[src/rtl/gpio_chk_pkg.sv]
// rtl/gpio_chk_pkg.sv - shared constants, state and error-code types for the GPIO sweep checker
package gpio_chk_pkg;

    localparam int NUM_PINS      = 34;
    localparam int CYCLES_PER_MS = 10000;

    localparam logic [5:0] NO_PIN   = 6'd63;
    localparam logic [5:0] LAST_PIN = 6'(NUM_PINS - 1);

    typedef enum logic [1:0] {
        IDLE       = 2'd0,
        WAIT_FIRST = 2'd1,
        TRACK      = 2'd2,
        ERROR      = 2'd3
    } chk_state_t;

    typedef enum logic [2:0] {
        ERR_NONE  = 3'd0,
        ERR_MULTI = 3'd1,
        ERR_ORDER = 3'd2,
        ERR_SHORT = 3'd3,
        ERR_LONG  = 3'd4,
        ERR_GAP   = 3'd5
    } err_code_t;

    // Lower dwell bound clamps at zero so tiny expected values never wrap around.
    function automatic logic [27:0] dwell_lower(input logic [27:0] expected,
                                                input logic [27:0] tol);
        return (expected < tol) ? 28'd0 : expected - tol;
    endfunction

endpackage

[src/rtl/onehot_encoder_34.sv]
// rtl/onehot_encoder_34.sv - classifies a 34-bit pin pattern and encodes a single high pin to its index
module onehot_encoder_34
    import gpio_chk_pkg::*;
(
    input  logic [NUM_PINS-1:0] in,
    output logic [5:0]          idx,
    output logic                one_hot,
    output logic                all_zero,
    output logic                multi_hot
);

    // OR of set-bit indices; only meaningful when exactly one bit is set.
    always_comb begin
        idx = 6'd0;
        for (int i = 0; i < NUM_PINS; i++) begin
            if (in[i]) begin
                idx = idx | 6'(i);
            end
        end
    end

    assign all_zero  = (in == '0);
    assign one_hot   = !all_zero && ((in & (in - 34'd1)) == '0);
    assign multi_hot = !all_zero && !one_hot;

endmodule

[config.mk]
export PLATFORM = sky130hd
export DESIGN_NAME = onehot_encoder_34
export DESIGN_NICKNAME = d
export VERILOG_FILES = /design/src/rtl/gpio_chk_pkg.sv /design/src/rtl/onehot_encoder_34.sv
export SDC_FILE = /design/constraint.sdc
export NUM_CORES = 1
export LEC_CHECK = 0
export ABC_AREA = 0
export BUFFER_PORTS_ARGS = -buffer_cell sky130_fd_sc_hd__buf_2
export CELL_PAD_IN_SITES_DETAIL_PLACEMENT = 1
export CELL_PAD_IN_SITES_GLOBAL_PLACEMENT = 1
export CORE_ASPECT_RATIO = 1.25
export CORE_UTILIZATION = 30
export DETAILED_ROUTE_END_ITERATION = 8
export PLACE_DENSITY_LB_ADDON = 0.25
export SLEW_MARGIN = 20
export SYNTH_ARGS = -nofsm -noshare
export SYNTH_HDL_FRONTEND = slang
export SYNTH_SLANG_ARGS = --single-unit
[constraint.sdc]
create_clock -name vclk -period 3.88
set_clock_uncertainty 0.2 [all_clocks]
set_input_delay 0.582 -clock vclk [all_inputs]
set_output_delay 0.582 -clock vclk [all_outputs]
set_load 0.01 [all_outputs]
==> results.sh, run 1 <==
export IMPL_status="completed"
export IMPL_post_route_min_period_ns=3.43
export IMPL_io_pins=43
export IMPL_rsz0062_at_grt="false"
export IMPL_min_from="in[33]"
export IMPL_ant_nets=0
export IMPL_drc_errors=0
export IMPL_setup_viol=0
export IMPL_p_per_area_nw_per_um2=73.5
export IMPL_min_delay_path_class="primary input to output pin"
export IMPL_crit_chain="buf_2 -> or4_4 -> or3_4 -> nor4_2 -> o32ai_1 -> nor4_4 -> and4_1 -> buf_2"
export IMPL_yosys_cell_types_count=32
export IMPL_yosys_top_cells_area="nor4_1, or4_1, nand4_1, nor4_4, o21ai_0"
export IMPL_crit_slowest_cell="or4_4"
export IMPL_tightest_slew_ns=0.657
export IMPL_critPathMaxFanout=5
export IMPL_antenna_found_initial=0
export IMPL_portBuffers=43
export IMPL_grt_overflow=0
export IMPL_critPathKind="primary input to output pin"
export IMPL_crit_top_cell="buf_2"
export IMPL_post_route_period_util_pct=88.5
export IMPL_cp_top_family="simple AND/OR/NAND/NOR gates"
export IMPL_setup_ws_ns=0.447
export IMPL_start_util_pct=33.3
export IMPL_wirelength_mm=2.86
export IMPL_grt_max_degree=12
export IMPL_setup_worst_path_start_class="primary input"
export IMPL_fin_cells=155
export IMPL_layout_drive_gt1_share_pct=40.4
export IMPL_rows=17
export IMPL_track_usage_pct=27.8
export IMPL_min_path_cells=3
export IMPL_power_total_uw=64.3
export IMPL_dp_cells=155
export IMPL_netlist_instances=90
export IMPL_die_x_um=42.3
export IMPL_max_stage_delay_ns=0.54
export IMPL_yosys_area_top_type="nor4_1"
export IMPL_seq_area_um2=0
export IMPL_maxSlewHeadroom_pct=55.8
export IMPL_max_freq_mhz=291
export IMPL_vias=1053
export IMPL_gp_congestion=0.979
export IMPL_hold_viol_final=0
export IMPL_min_to="idx[5]"
export IMPL_core_area_um2=1830
export IMPL_diodes=0
export IMPL_final_max_slew_viol_count=0
export IMPL_endpoint_kind="output pin"
export IMPL_setup_tns_ns=0
export IMPL_postSynthAreaPerCell_um2=6.77
export IMPL_required_ns=3.10
export IMPL_seq_area_frac_synth_pct=0
export IMPL_synthesis_nets=124
export IMPL_postCtsSetupBuffers=0
export IMPL_maxCapViolations=0
export IMPL_die_area_um2=2220
export IMPL_post_place_ws_ns=0.481
export IMPL_peakVddDrop_uv=39.4
export IMPL_ctsResizeCount=0
export IMPL_seq_cell_count=0
export IMPL_final_util_pct=47.8
export IMPL_dp_hpwl_mm=2.42
export IMPL_syn_area_um2=609
export IMPL_first_global_vias=1104
export IMPL_grt_pass1_wl_mm=4.87
export IMPL_ys_warn_count=0
export IMPL_p_leak_uw=0.000300
export IMPL_dr_pass1_iters=4
export IMPL_vias_per_cell=6.79
export IMPL_final_net_count=172
export IMPL_crit_buf_inv=2
export IMPL_startpoint="in[18]"
export IMPL_chipHeight_um=52.4
export IMPL_arrival_ns=2.65
export IMPL_area_growth_pct=43.5
export IMPL_wl_per_cell_um=18.5
export IMPL_cts_hold_buf=0
export IMPL_synth_top_area_share_pct=11.3
export IMPL_drt_iter0_markers=37
export IMPL_clock_buffers=0
[Yosys cell counts, types with 2 or more instances]
| library cell | count |
|---|---|
| nor4_1 | 11 |
| nand4_1 | 8 |
| nor2_1 | 8 |
| o21ai_0 | 8 |
| or4_1 | 7 |
| nor3_1 | 5 |
| nand3_1 | 3 |
| nand4b_1 | 3 |
| o22ai_1 | 3 |
| o31ai_1 | 3 |
| a211oi_1 | 2 |
| a21oi_1 | 2 |
| inv_1 | 2 |
| nand2b_1 | 2 |
| nor4_4 | 2 |
| o21a_1 | 2 |
| o32ai_1 | 2 |
| o41ai_1 | 2 |
| or3_1 | 2 |
[cell usage in the layout (no fill, tap or decap), types with 3 or more instances in the layout]
master    count
nand3_1       3
nor4_1       11
or4_1         7
o31ai_1       3
nand4b_1      3
o22ai_1       3
nor3_1        5
o21ai_0       8
nand4_1       8
buf_4         4
nor2_1        8
buf_2        43
[cell type report]
type | instances | area [um2]
tap | 19 | 23.8
inverter | 2 | 7.51
fill | 265 | 955
multi-input combinational | 87 | 598
timing repair buffer | 47 | 245
[stage by stage]
stage / area, um2 / hold WS [ns]
final: 875 / 1.30
after global routing: 875 / 1.30
after CTS: 875 / 1.30
after detailed placement: 875 / 1.29
after global placement: 875 / 1.28
after floorplan: 609 / 1.08
[layer usage]
layer	share of wire, %	GRT usage, %	up-vias
met2	51	53.3	59
met3	7.3	2.07	8
met1	39	31.0	496
met4	2.1	11.5	0
met5	0	0	-
li1	-	-	490
[cells by family after synthesis]
kind of cell,after synthesis,share of synthesized area [%]
fa+ha+maj,1,1.64
simple gates,59,66.5
buf+inv,3,1.85
compound gates,27,30.0
[how the worst max path moves through the flow]
stage	endpoint	slack [ns]	depth (start not counted)
after floorplan	one_hot	0.80	6
after global placement	one_hot	0.54	8
after detailed placement	one_hot	0.48	8
after CTS	one_hot	0.48	8
after global routing	one_hot	0.26	9
final	one_hot	0.45	8
[power breakdown]
group | internal [uW] | leakage (uW) | switching [uW]
sequential | 0 | 0 | 0
clock | 0 | 0 | 0
combinational | 25.5 | 0.000300 | 38.8
total | 25.5 | 0.000300 | 38.8
Power figures use the tool's default switching activity.
==> run 2, diff against run 1 <==
--- a/config.mk
+++ b/config.mk
@@ -13,6 +13,7 @@
 export CORE_UTILIZATION = 30
 export DETAILED_ROUTE_END_ITERATION = 8
 export PLACE_DENSITY_LB_ADDON = 0.25
+export REMOVE_ABC_BUFFERS = 1
 export SLEW_MARGIN = 20
 export SYNTH_ARGS = -nofsm -noshare
 export SYNTH_HDL_FRONTEND = slang
==> run 2 against run 1 <==
Effect of this change:
- largest cell class unchanged
- setup slack worse by 0.0095 ns
- non-clock buffer count shrank 1
- hold slack worse by 0.0013 ns
- maximum frequency fell by 0.27%
- global-route usage is 0.57 points lower
- critical path depth unchanged
- final cell count fell by 0.65%
- flip-flop and latch count stayed put
- die area unchanged
- core utilization fell by 0.41 points
- combinational power decreased by 0.9%
- via count grew 0.19%
==> results.sh, run 2 (synthesized netlist as in run 1, its figures left out) <==
export IMPL_status="completed"
export IMPL_setup_tns_ns=0
export IMPL_clock_buffers=0
export IMPL_max_stage_delay_ns=0.55
export IMPL_p_leak_uw=0.000294
export IMPL_first_global_vias=1011
export IMPL_drt_iter0_markers=35
export IMPL_cts_hold_buf=0
export IMPL_maxSlewHeadroom_pct=53.3
export IMPL_final_max_slew_viol_count=0
export IMPL_wirelength_mm=2.87
export IMPL_final_net_count=171
export IMPL_post_route_period_util_pct=88.7
export IMPL_drc_errors=0
export IMPL_post_route_min_period_ns=3.44
export IMPL_critPathMaxFanout=5
export IMPL_final_common_cell="buf_2"
export IMPL_min_delay_path_class="primary input to output pin"
export IMPL_hold_viol_final=0
export IMPL_tightest_slew_ns=0.694
export IMPL_grt_overflow=0
export IMPL_io_pins=43
export IMPL_startpoint="in[18]"
export IMPL_min_from="in[33]"
export IMPL_maxCapViolations=0
export IMPL_design_area_um2=867
export IMPL_start_util_pct=33.3
export IMPL_vias=1055
export IMPL_wl_per_cell_um=18.7
export IMPL_critPathKind="primary input to output pin"
export IMPL_portBuffers=43
export IMPL_die_area_um2=2220
export IMPL_ctsResizeCount=0
export IMPL_setup_worst_path_start_class="primary input"
export IMPL_max_freq_mhz=291
export IMPL_final_util_pct=47.4
export IMPL_gp_congestion=0.928
export IMPL_dpl_cell_area_um2=867
export IMPL_vias_per_cell=6.85
export IMPL_endpoint_kind="output pin"
export IMPL_chipHeight_um=52.4
export IMPL_mostFrequentLayoutCells="buf_2, nor4_1, nor2_1, nand4_1, o21ai_0"
export IMPL_dp_hpwl_mm=2.41
export IMPL_arrival_ns=2.66
export IMPL_crit_buf_inv=2
export IMPL_rsz0062_at_grt="false"
export IMPL_crit_slowest_cell="or4_4"
export IMPL_peakVddDrop_uv=35.0
export IMPL_antenna_found_initial=0
export IMPL_p_per_area_nw_per_um2=73.4
export IMPL_setup_viol=0
export IMPL_crit_top_cell="buf_2"
export IMPL_ant_nets=0
export IMPL_required_ns=3.10
export IMPL_power_total_uw=63.7
export IMPL_core_area_um2=1830
export IMPL_seq_area_um2=0
export IMPL_track_usage_pct=27.2
export IMPL_area_growth_pct=42.3
export IMPL_rows=17
export IMPL_grt_pass1_wl_mm=4.83
export IMPL_seq_cell_count=0
export IMPL_grt_max_degree=12
export IMPL_layout_drive_gt1_share_pct=40.0
export IMPL_crit_chain="buf_2 -> or4_4 -> or3_4 -> nor4_2 -> o32ai_1 -> nor4_4 -> and4_1 -> buf_2"
export IMPL_dr_pass1_iters=4
export IMPL_die_x_um=42.3
export IMPL_postCtsSetupBuffers=0
export IMPL_cp_top_family="simple AND/OR/NAND/NOR gates"
export IMPL_diodes=0
[run 2: cell types whose count changed in the layout (fill, tap and decap cells not counted)]
cell | before | now
buf_4 | 4 | 3
[run 2: layer usage]
metal,wire length [um],vias to the layer above,GRT usage (%)
li1,-,494,-
met2,1450,70,51.3
met3,201,10,1.38
met5,0,-,0
met1,1150,481,33.7
met4,71,0,5.73
[run 2: area by class of cell]
cell class | instances | area (um2)
Timing Repair Buffer | 46 | 238
Multi-Input combinational cell | 87 | 598
Tap cell | 19 | 23.8
Inverter | 2 | 7.51
Fill cell | 260 | 962
[run 2: final timing paths]
check | end | slack, ns | cells past startpoint
setup / recovery | one_hot | 0.44 | 8
hold / removal | idx[5] | 1.29 | 3
[run 2: stage by stage]
stage	hold slack [ns]	instances	worst slack, ns
after floorplan	1.08	89	0.792
after global placement	1.29	154	0.537
after detailed placement	1.30	154	0.466
after CTS	1.30	154	0.463
after global routing	1.31	154	0.276
final	1.29	154	0.438
[run 2: report_power, final]
group          internal [uW]  leakage, uW  switching, uW
clock network              0            0              0
registers                  0            0              0
logic                   25.1     0.000294           38.5
total                   25.1     0.000294           38.5
